### src/rtl/afc_pkg.sv
// afc_pkg: shared types and sizing for the AFC frequency-measurement handshake.
package afc_pkg;
   localparam int WI        = 9;
   localparam int CNT_W_DEF = WI + 9;
   typedef enum logic [1:0] {IDLE, CAPT, HOLD} state_t;
endpackage

### src/rtl/phv_snap_resp_toggle_sync.sv
// toggle_sync: multi-stage synchronizer plus edge flop turning each level change into a one-cycle pulse.
module toggle_sync #(
   parameter int STAGES = 2
) (
   input  logic CLKSMP,
   input  logic NARST,
   input  logic en_i,
   input  logic tgl_i,
   output logic evt_o
);
   logic [STAGES-1:0] sync_q;
   logic              edge_q;
   // Freezing with en_i keeps an unseen level change in the pipe instead of dropping it.
   always_ff @(posedge CLKSMP or negedge NARST)
      if (!NARST) begin
         sync_q <= '0;
         edge_q <= 1'b0;
      end else if (en_i) begin
         sync_q <= {sync_q[STAGES-2:0], tgl_i};
         edge_q <= sync_q[STAGES-1];
      end
   assign evt_o = sync_q[STAGES-1] ^ edge_q;
endmodule

### src/rtl/phv_snap_resp.sv
// phv_snap_resp: CKV-side responder; snapshots the free-running phv counter per toggle request
// and returns a toggle acknowledge once the snapshot has been stable for HOLD_CYC cycles.
module phv_snap_resp
   import afc_pkg::*;
#(
   parameter int CNT_W       = CNT_W_DEF,
   parameter int SYNC_STAGES = 2,
   parameter int HOLD_CYC    = 1
) (
   input  logic             CLKSMP,
   input  logic             NARST,
   input  logic             EN,
   input  logic             REQ_TGL,
   output logic             ACK_TGL,
   output logic [CNT_W-1:0] SNAP,
   output logic [CNT_W-1:0] DIFF,
   output logic             DVALID,
   output logic             BUSY,
   output logic             ERR
);
   localparam logic [3:0] HOLD_LD = 4'(HOLD_CYC - 1);
   state_t           state_q;
   logic [CNT_W-1:0] phv_q, snap_q, diff_q, snap_prev_q, diff_d;
   logic [3:0]       hold_q;
   logic             ack_q, dvalid_q, first_q, pend_q, err_q, req_evt;
   toggle_sync #(.STAGES(SYNC_STAGES)) u_sync (
      .CLKSMP (CLKSMP),
      .NARST  (NARST),
      .en_i   (EN),
      .tgl_i  (REQ_TGL),
      .evt_o  (req_evt)
   );
   assign diff_d = phv_q - snap_prev_q;
   always_ff @(posedge CLKSMP or negedge NARST)
      if (!NARST) begin
         state_q     <= IDLE;
         phv_q       <= '0;
         snap_q      <= '0;
         diff_q      <= '0;
         snap_prev_q <= '0;
         hold_q      <= '0;
         ack_q       <= 1'b0;
         dvalid_q    <= 1'b0;
         first_q     <= 1'b0;
         pend_q      <= 1'b0;
         err_q       <= 1'b0;
      end else if (EN) begin
         phv_q <= phv_q + 1'b1;
         case (state_q)
            IDLE:
               if (req_evt || pend_q) begin
                  state_q     <= CAPT;
                  // A fresh event arriving while a pending one is served stays queued.
                  pend_q      <= req_evt & pend_q;
                  snap_q      <= phv_q;
                  diff_q      <= diff_d;
                  snap_prev_q <= phv_q;
                  dvalid_q    <= dvalid_q | first_q;
                  first_q     <= 1'b1;
               end
            CAPT: begin
               state_q <= HOLD;
               hold_q  <= HOLD_LD;
            end
            HOLD:
               if (hold_q == 4'd0) begin
                  ack_q   <= ~ack_q;
                  state_q <= IDLE;
               end else
                  hold_q <= hold_q - 4'd1;
            default: state_q <= IDLE;
         endcase
         if (req_evt && state_q != IDLE) begin
            if (pend_q) err_q  <= 1'b1;
            else        pend_q <= 1'b1;
         end
      end
   assign ACK_TGL = ack_q;
   assign SNAP    = snap_q;
   assign DIFF    = diff_q;
   assign DVALID  = dvalid_q;
   assign BUSY    = (state_q != IDLE) | pend_q;
   assign ERR     = err_q;
endmodule

### config.mk
export PLATFORM = sky130hd
export DESIGN_NAME = phv_snap_resp
export DESIGN_NICKNAME = d
export VERILOG_FILES = /design/src/rtl/afc_pkg.sv /design/src/rtl/phv_snap_resp_toggle_sync.sv /design/src/rtl/phv_snap_resp.sv
export SDC_FILE = /design/constraint.sdc
export NUM_CORES = 1
export LEC_CHECK = 0
export ABC_AREA = 1
export CAP_MARGIN = 20
export CORE_MARGIN = 4
export CORE_UTILIZATION = 25
export DETAILED_ROUTE_END_ITERATION = 6
export SLEW_MARGIN = 20
export SYNTH_ARGS = -nofsm -noshare
export SYNTH_HDL_FRONTEND = slang
export SYNTH_SLANG_ARGS = --single-unit
export TNS_END_PERCENT = 20
### constraint.sdc
create_clock -name CLKSMP -period 1.7 [get_ports CLKSMP]
set_input_delay 0.51 -clock CLKSMP [delete_from_list [all_inputs] [get_ports CLKSMP]]
set_output_delay 0.51 -clock CLKSMP [all_outputs]
set_load 0.005 [all_outputs]
**Word level (Yosys, flattened, before mapping)**

Cells that the tools add are included.

- Eq/ne operators: 5
- Bitwise operators: 5
- Reductions and logical operators: 11
- Add/subtract/negate cells: 3
- Mux-type cells: 9

Operators by type and width:

| cell | number |
|---|---|
| 18-bit by 1-bit adder with 18-bit output, second input constant | 1 |
| 18-bit subtractor | 1 |
| 3-bit AND reduction | 5 |
| 4-bit one-hot mux with 2 select lines | 1 |
| 2-bit inequality test, second input constant | 3 |
| 2-bit one-hot mux with 3 select lines | 1 |
| 4-bit logical NOT | 1 |
| 1-bit two-way mux | 4 |
| 2-bit two-way mux | 2 |
| 4-bit two-way mux | 1 |
| 2-bit nonzero test | 2 |
| 4-bit by 1-bit subtractor with 4-bit output, second input constant | 1 |
| 2-bit by 1-bit == test with 1-bit output, second input constant | 1 |
| 2-bit == test, second input constant | 1 |
| 2-bit logical NOT | 1 |
| 1-bit OR | 2 |
| 1-bit bitwise AND | 1 |
| 1-bit logical AND | 1 |
| 1-bit logical OR | 1 |
| 1-bit NOT | 1 |
| 1-bit XOR | 1 |

- Input bits: 4
- Word-level logic and storage cells: 45
- Output and inout bits: 40
- Register bits after elaboration: 68

**Depth between registers and ports, before layout**

- Word-level depth: 6
- Mapped depth: 13
- Depth with buffers taken out: 13

**Cells and area by module**

A second synthesis with hierarchy kept.

- Cell total of the unflattened synthesis: 484
- Area, all modules: 3817.4 um^2

Modules (own cells, without submodules):

| module | cells each | times used | sequential area each (um^2) | area an instance (um^2) |
|---|---|---|---|---|
| phv_snap_resp | 466 | 1 | 1626.6 | 3686.0 |
| toggle_sync | 18 | 1 | 75.1 | 131.4 |

**Least setup slack after synthesis**

Ideal clock, no wire load.

- Kind: register -> register
- Start point: reg phv_q[0]
- End point: reg diff_q[16], in the netlist DIFF[16]
- Buffers on the path: 0
- Cell stages (with the launch flop): 13
- Clock period less this slack: 1828 ps
- Arrival time: 1711 ps
- Data required time: 1583 ps
- Setup slack: -128 ps
- Setup time: 117 ps
- Cells stage by stage: dfrtp_1 inv_1 ha_1 inv_1 fa_1 nand3_1 nand2_1 nand3_1 nand2_1 nand2_1 nand3b_1 nand3_1 nand2_1

- Word-level cells in the longest chain between the ends: 1

RTL lines:

| what | line | text |
|---|---|---|
| start, declared | phv_snap_resp.sv:23 | `logic [CNT_W-1:0] phv_q, snap_q, diff_q, snap_prev_q, diff_d;` |
| start signal, assigned | phv_snap_resp.sv:48 | `phv_q <= phv_q + 1'b1;` |
| 18-bit subtractor | phv_snap_resp.sv:33 | `assign diff_d = phv_q - snap_prev_q;` |
| end signal, assigned | phv_snap_resp.sv:56 | `diff_q <= diff_d;` |
| end, declared | phv_snap_resp.sv:23 |  |

Every way passes these cells.
A chain may end at the register's enable or synchronous reset.

**Worst setup path in the final report**

- Start point: reg phv_q[0]
- End point: reg diff_q[14], in the netlist DIFF[14]

The elaborated chain is that of the path after synthesis.

==> results.json <==
{
  "fin_nets": 616,
  "layout-drive-gt1-share": 0.288,
  "final_common_cell": "nand2_1",
  "drv_cap": 0,
  "overflow": 0,
  "area_delta_synth_final_pct": 46.5,
  "synthSimpleGateAreaFrac": 0.260,
  "synth_nets": 501,
  "status": "finished with violations",
  "multi_input_area_mm2": 0.00215,
  "die_h_um": 132,
  "dr.pass1.iters": 4,
  "antenna_left": 0,
  "place_hpwl_mm": 6.97,
  "violations": "negative setup slack",
  "synth_xor_area_frac": 0.0616,
  "synth_top_family_by_area": "simple AND/OR/NAND/NOR gates",
  "arrival_ns": 2.00,
  "fin_ws_ns": -0.0234,
  "grt_pass1_vias": 3208,
  "vias_per_cell": 4.27,
  "clk_latency_ns": 0.33,
  "synth.area.top_cells": "dfrtp_1 (44%), nand2_1 (14%), inv_1 (6.4%)",
  "finalHoldViolCount": 0,
  "avgSynthCellArea_um2": 8.05,
  "nFillCells": 1517,
  "final_area_mm2": 0.00562,
  "regToRegSetupSlack_ns": -0.02,
  "die_area_mm2": 0.0174,
  "hp-class": "input pin to async pin",
  "grt_usage": 0.109,
  "critPathMaxFanout": 3,
  "netlist_area_mm2": 0.00384,
  "min_period_ns": 1.72,
  "worstSetupEndpointType": "register",
  "setup_violations": 4,
  "leakagePower_nw": 2.88,
  "row_count": 45,
  "h-tree-depth": 3,
  "cts_hold_buf": 0,
  "clk_pin_slew_worst_paths_ns": 0.06,
  "total_power_mw": 9.73,
  "drt-initial-drc-count": 162,
  "crit_type": "register to register",
  "wl_per_cell_um": 12.4,
  "initial_utilization": 0.254,
  "cts_buffer_depth": 2,
  "drt-total-wl_mm": 9.74,
  "antennaDiodeCount": 0,
  "required_ns": 1.97,
  "grt_pass1_wl_mm": 15.4,
  "fmax_mhz": 580,
  "portBuffers": 43,
  "place_area_mm2": 0.00495,
  "worst_path_most_repeated_cell": "nand2_1",
  "cp_cell_sequence": "inv_2 > ha_4 > inv_2 > fa_2 > nand3_2 > nand2_4 > nand2_2 > nand2_2 > nand3b_1 > nand2_1 > nand2_1 > nand3_1 > nand2_1",
  "synth_cells": 477,
  "power_density_mw_per_mm2": 1730,
  "crit_path_start_kind": "register",
  "route.vias.total": 3353,
  "grt_antenna_before_repair": 0,
  "seqCellArea_mm2": 0.00170,
  "grt_max_degree": 59,
  "drc": 0,
  "ys_seq_area_frac": 0.443,
  "cts_buffers": 9,
  "core-area_mm2": 0.0151,
  "reg2reg_depth": 13,
  "clock-sinks": 68,
  "synth-seq-cells": 68,
  "cts-root-buf": "clkbuf_16",
  "slew_violations": 0,
  "layout_common_cells": "nand2_1 (125), buf_4 (68), dfrtp_1 (66)",
  "post-place-ws_ns": -0.400,
  "yosys.cell_types.count": 32,
  "synth_compound_area_frac": 0.0863,
  "worst_pin_slew_ns": 0.304,
  "synth_top_cell_area_share": 0.443,
  "slew_headroom": 0.795,
  "max_stage_delay_ns": 0.39,
  "yosysWarnings": 0,
  "synthAdderAreaFrac": 0.0671,
  "clock_skew_ns": 0.00633,
  "rsz0062_at_grt": "true",
  "peakVddDrop_mv": 0.724,
  "place_congestion": 0.813,
  "cts_tree": "done",
  "cp_slowest_cell": "dfrtp_1",
  "die_x_um": 132,
  "post-route-period-util": 1.01,
  "synth_mux_area_frac": 0,
  "io_pins": 44,
  "yosysTopAreaCell": "dfrtp_1"
}
registers in the layout, summed over array words and instances, names as in the netlist:
register       flops
first_q            1
ACK_TGL            1
DVALID             1
phv_q             18
state_q            2
u_sync.sync_q      2
snap_prev_q       18
DIFF              18
pend_q             1
hold_q             4
u_sync.edge_q      1
ERR                1
cells in the mapped netlist:
cell / count
nand2_1: 140
dfrtp_1: 68
inv_1: 65
nand3_1: 31
o21ai_0: 26
nor2_1: 24
ha_1: 19
a21oi_1: 18
xor2_1: 14
xnor2_1: 13
o21ai_1: 11
nand3b_1: 5
nand4_1: 5
nor2_2: 5
buf_2: 4
buf_6: 3
nor2_4: 3
o21ai_2: 3
and2_1: 2
nand2_4: 2
nand3_2: 2
nor3_1: 2
nor3b_1: 2
o21bai_1: 2
a31o_2: 1
buf_4: 1
clkbuf_1: 1
fa_1: 1
inv_4: 1
nand2_2: 1
nor4_1: 1
o22ai_1: 1
report_power, final:
part / internal [mW] / switching [mW] / total, mW
clock network: 1.21 / 0.678 / 1.89
registers: 2.10 / 0.309 / 2.40
logic: 2.63 / 2.81 / 5.43
total: 5.93 / 3.79 / 9.73
per-layer routing:
layer | routed length (um) | share of wire | track usage | vias up
met4 | 202 | 0.021 | 0.0455 | 0
li1 | - | - | - | 1757
met2 | 4600 | 0.47 | 0.172 | 46
met3 | 293 | 0.030 | 0.0240 | 13
met5 | 0 | 0 | 0 | -
met1 | 4650 | 0.48 | 0.145 | 1537
worst paths after layout:
path | startpoint | to
hold reg to reg | first_q | first_q
setup / recovery | phv_q[0] | DIFF[14]
hold / removal | NARST | ERR
setup reg to reg | phv_q[0] | DIFF[14]
min in group CLKSMP | first_q | first_q
max in group asynchronous | NARST | phv_q[1]
kinds of logic (layout without fill, tap and decap cells):
logic type	count (synthesis)	in the layout
AOI/OAI and AO/OA	62	62
xor gates and xnor gates	27	27
adders and majority gates	20	20
buffers and inverters	75	195
DFF	68	68
and+or+nand+nor	225	225
critical path, delay by kind of cell (launching register included):
family,cells,cell delay (ns)
adder cells (fa/ha/maj),2,0.51
buffers and inverters,2,0.12
flip-flops,1,0.39
AND/OR/NAND/NOR,9,0.65
final cells by class:
type	count	area share
flip-flops and latches	68	0.303
clock buffers	12	0.0456
inverters	66	0.0454
multi-input cells	334	0.382
repair buffers	113	0.173
clock inverters	4	0.00845
well taps	188	0.0418
repair_timing:
item	4_1_cts	5_1_grt
setup buffers	3	4
gates resized for setup	44	76
pin swaps	2	20
setup endpoints to repair	46	44
cloned	0	1
metrics by stage:
step	TNS [ns]	hold slack [ns]	cells	util
finish	-0.0741	0.0558	785	0.371
global route	-1.01	0.0688	785	0.371
CTS	-0.253	0.0588	780	0.347
detailed placement	-15.45	0.417	761	0.327
global placement	-14.59	0.413	761	0.327
floorplan	-0.193	0.214	477	-
Power figures use the tool's default switching activity.
==> RTL edit 1, RTL diff (same settings) <==
Change the parameter `HOLD_CYC` from 1 to 0.
--- a/src/rtl/phv_snap_resp.sv
+++ b/src/rtl/phv_snap_resp.sv
@@ -5,7 +5,7 @@
 #(
    parameter int CNT_W       = CNT_W_DEF,
    parameter int SYNC_STAGES = 2,
-   parameter int HOLD_CYC    = 1
+   parameter int HOLD_CYC    = 0
 ) (
    input  logic             CLKSMP,
    input  logic             NARST,
Function: changed (Yosys sat finds a counterexample within 10 cycles, from zero or initial values and one cycle with NARST low).
==> RTL edit 1 against the original RTL <==
The flow still finishes with violations (negative setup slack); power is 1.2% lower; sequential cell count did not move; cell area decreased by 1.1%; synthesized area up 0.52%; clock skew is essentially flat; maximum frequency fell by 2.8%; via count rose by 3.7%; worst setup slack lost 0.050 ns; combinational power decreased by 2%; die area is 0.49% higher; routed wire length is 0.75% higher; critical path type unchanged; largest power group unchanged.
==> RTL edit 1: results (changes against the original RTL) <==
RePlAce Congestion = 0.858 (+5.6%)
Met1 WL = 4270 um (-8.1%)
Crit start category = flip-flop
Hold Slack = 0.177 ns (+0.121 ns)
Final setup fails = 6 (+2)
Drt pass-1 iters = 4 (unchanged)
Post-DP Area = 0.00500 mm^2 (+0.96%)
Reg2reg end = DIFF[14]
Worst IR Drop VDD = 0.000605 V (-16%)
Routing usage on met1 = 13.1% (-1.4 points)
Setup WS pre-CTS = -0.446 ns (-0.0456 ns)
Internal power = 5850 uW (-1.5%)
Top post-synthesis cells by area = dfrtp_1 44%, nand2_1 14%, inv_1 6.2%
Outcome = finished, violations left
Hold WC Path Type = input pin to asynchronous set/reset pin
Clk buf depth = 2 (unchanged)
Inst Count DP = 764 (+0.39%)
TritonCTS Buffers = 9 (unchanged)
Initial antenna violation count = 0 (unchanged)
Average via count per standard cell = 4.41 (+3.1%)
Part of the Yosys area used for sequential elements = 44.1% (-0.23 points)
Crit path max-delay family = simple AND/OR/NAND/NOR gates
Nets = 620 (+0.65%)
Htree depth = 3 (unchanged)
Syn_nets = 500 (-0.20%)
Layout cells sized above 1 = 26.8% (-2.0 points)
Post-synth top cells = 143 x nand2_1, 68 x dfrtp_1, 64 x inv_1
Largest net degree at the start of global routing = 69 (+17%)
WL met2 = 4960 um (+7.9%)
WL met3 = 332 um (+13%)
Dpl hpwl = 7200 um (+3.3%)
Synth warn = 0 (unchanged)
Mapped Cells = 476 (-0.21%)
Ys async rst share = 100% (unchanged)
CP Data Arrival Time = 2.00 ns (about the same)
Failing checks = negative setup slack
Yosys cell types = 32 (unchanged)
# diodes = 0 (unchanged)
Fillers = 1491 (-1.7%)
Clock share of power = 20.0% (+0.6 points)
GRT Total Usage = 11.4% (+0.46 points)
Clk_skew = 0.00650 ns (+0.000170 ns)
Vias in the first global route = 3535 (+10%)
First-pass GRT wire length = 16200 um (+5.2%)
Final WS setup = -0.0733 ns (-0.0499 ns)
Peak fanout along the critical path = 3 (unchanged)
1st-iter DRT viols = 183 (+13%)
Endpoints failing hold = 0 (unchanged)
FF-to-FF path depth = 12 (-1)
Actual slew at the worst max-slew pin = 0.400 ns (+0.0954 ns)
Met3 Resource Use GR = 2.67% (+0.27 points)
Worst r2r src = phv_q[0]
CTS root buffer = clkbuf_16
Leakage Power = 0.00286 uW (-0.63%)
Grt met2 use = 19.8% (+2.6 points)
Final non-filler cell total = 789 (+0.51%)
Routed Wire Length = 9820 um (+0.75%)
Worst-Skew Late Latency = 0.34 ns
Crit-path max cell delay = 0.39 ns (about the same)
==> RTL edit 1: repair_timing <==
action | CTS | global route
pin swaps | 10 | 10
hold buffers | 0 | 0
endpoints found under the setup margin | 66 | 44
resized for setup | 66 | 28
setup buffers | 6 | 3
==> RTL edit 1: final cells by class <==
class / count / area, um^2 / area share, %
Clock inverter: 3 / 45.0 / 0.810
Clock buffer: 13 / 260 / 4.68
Timing Repair Buffer: 118 / 987 / 17.7
Sequential cell: 68 / 1700 / 30.6
Tap cell: 188 / 235 / 4.23
Inverter: 65 / 249 / 4.48
Multi-Input combinational cell: 334 / 2080 / 37.4
==> RTL edit 1: power groups by stage <==
stage | logic (uW) | registers (uW) | clock network [uW]
after floorplan | 2630 | 2440 | 0
after global placement | 4550 | 2390 | 0
after detailed placement | 4640 | 2410 | 0
after CTS | 4920 | 2390 | 1970
after global routing | 5880 | 2450 | 2050
final | 5300 | 2390 | 1920
==> RTL edit 1: how the worst min path moves through the flow <==
stage,startpoint,endpoint,depth (start not counted)
CTS,NARST,u_sync.sync_q[0],2
finish,NARST,hold_q[1],2
floorplan,NARST,ACK_TGL,0
global placement,first_q,first_q,2
global route,NARST,u_sync.edge_q,2
detailed placement,first_q,first_q,2
==> RTL edit 1: logic make-up after synthesis <==
kind of cell    after synthesis  synth area share (%)
simple gates                226                  26.0
buf+inv                      74                  8.14
flops                        68                  44.1
compound gates               62                  9.24
xor+xnor                     26                  5.90
fa+ha+maj                    20                  6.68
==> RTL edit 1: through the flow <==
step	setup TNS, ns	total power, uW
2_1_floorplan	-0.0760	5070
3_3_place_gp	-15.80	6940
3_5_place_dp	-17.26	7050
4_1_cts	-0.453	9280
5_1_grt	-1.98	10400
6_report	-0.238	9610
==> RTL edit 2, RTL diff (same settings) <==
Made on the original files. Encoding of `state_t`: now one-hot (3 bits for 3 states).
--- a/src/rtl/afc_pkg.sv
+++ b/src/rtl/afc_pkg.sv
@@ -2,6 +2,6 @@
 package afc_pkg;
    localparam int WI        = 9;
    localparam int CNT_W_DEF = WI + 9;
-   typedef enum logic [1:0] {IDLE, CAPT, HOLD} state_t;
+   typedef enum logic [2:0] {IDLE = 3'b001, CAPT = 3'b010, HOLD = 3'b100} state_t;
 endpackage
 
Formal check against the unedited RTL: same outputs for any inputs over 10 cycles, from zero or initial values and one cycle with NARST low; not proved beyond that.
==> RTL edit 2 against the original RTL <==
The flow still finishes with violations (negative setup slack); worst setup slack got worse by 0.021 ns; routed wire length fell by 2.0%; sequential share of layout area rose by 0.24 points; via count rose by 2.6%; sequential cell count rose by 1; power rose by 3.3%; cell area rose by 0.67%; synthesized area rose by 0.42%; worst hold slack improved by 0.11 ns; largest cell class unchanged.
==> RTL edit 2: results (changes against the original RTL) <==
Via Count = 3441 (+2.6%)
Met1 WL = 4810 um (+3.4%)
Outcome = finished, violations left
Inst Count DP = 784 (+3.0%)
FF-to-FF path depth = 12 (-1)
GRT Total Usage = 11.1% (+0.23 points)
Hold Slack = 0.165 ns (+0.109 ns)
Clk tree area frac = 5.30% (-0.10 points)
Non-CTS inverters = 74 (+12%)
Setup TNS = -0.165 ns (-0.0911 ns)
Part of the Yosys area used for sequential elements = 44.8% (+0.49 points)
First-pass GRT wire length = 15900 um (+3.4%)
Synth-to-layout area growth = 46.8%
Dpl hpwl = 6820 um (-2.1%)
Failing checks = negative setup slack
Post-DP Area = 0.00502 mm^2 (+1.4%)
Final setup fails = 5 (+1)
Final WS setup = -0.0444 ns (-0.0209 ns)
1st-iter DRT viols = 148 (-8.6%)
Sw frac = 39.5% (+0.50 points)
Setup bufs post-CTS = 8 (+5)
Multi-input gates = 343 (+2.7%)
Non-CTS buffers = 123 (+8.8%)
Leakage Power = 0.00289 uW (+0.25%)
RePlAce Congestion = 0.877 (+7.9%)
Routed wire per std cell = 11.7 um (-5.4%)
Post-synth top cells = 159 x nand2_1, 68 x dfrtp_1, 68 x inv_1
Largest net degree at the start of global routing = 70 (+19%)
Buffering overhead = 17.8% (+0.46 points)
Comb. pwr = 5680 uW (+4.6%)
Tcrit/Tclk final = 103% (+1.2 points)
Layout cells sized above 1 = 28.8% (about the same)
WL met3 = 277 um (-5.5%)
Sequential share of cell area = 30.5% (+0.24 points)
Fillers = 1520 (+0.20%)
Worst IR Drop VDD = 0.000767 V (+6.0%)
Internal power = 6080 uW (+2.4%)
Final non-filler cell total = 813 (+3.6%)
Clk_buf instances = 9 (-3)
Mapped Cells = 494 (+3.6%)
CTS resizes = 63 (+43%)
WL met2 = 4170 um (-9.2%)
Seq. pwr = 2470 uW (+3%)
CP Data Arrival Time = 1.97 ns (-0.03 ns)
Yosys cell types = 31 (-3.1%)
Setup WS pre-CTS = -0.397 ns (+0.00269 ns)
==> RTL edit 2: cells by family (layout without fill, tap and decap cells) <==
group / count (synthesis) / in the layout / synth area share, %
buf+inv: 82 / 213 / 8.21
flops: 69 / 69 / 44.8
compound gates: 60 / 60 / 8.05
fa+ha+maj: 20 / 20 / 6.68
xor+xnor: 26 / 26 / 5.91
simple gates: 237 / 237 / 26.3
==> RTL edit 2: worst max path at each step <==
stage	startpoint	to	slack, ns	cells after the start
finish	phv_q[0]	DIFF[14]	-0.04	12
global placement	EN	phv_q[13]	-0.33	9
floorplan	phv_q[0]	DIFF[16]	-0.04	12
detailed placement	EN	phv_q[16]	-0.40	9
global route	phv_q[0]	DIFF[16]	-0.16	12
CTS	state_q[0]	BUSY	-0.14	4
==> RTL edit 2: layer usage <==
| layer | up-vias | GRT usage, % |
|---|---|---|
| met5 | - | 0 |
| met3 | 17 | 2.37 |
| met4 | 0 | 6.18 |
| li1 | 1814 | - |
| met2 | 53 | 16.5 |
| met1 | 1557 | 15.1 |
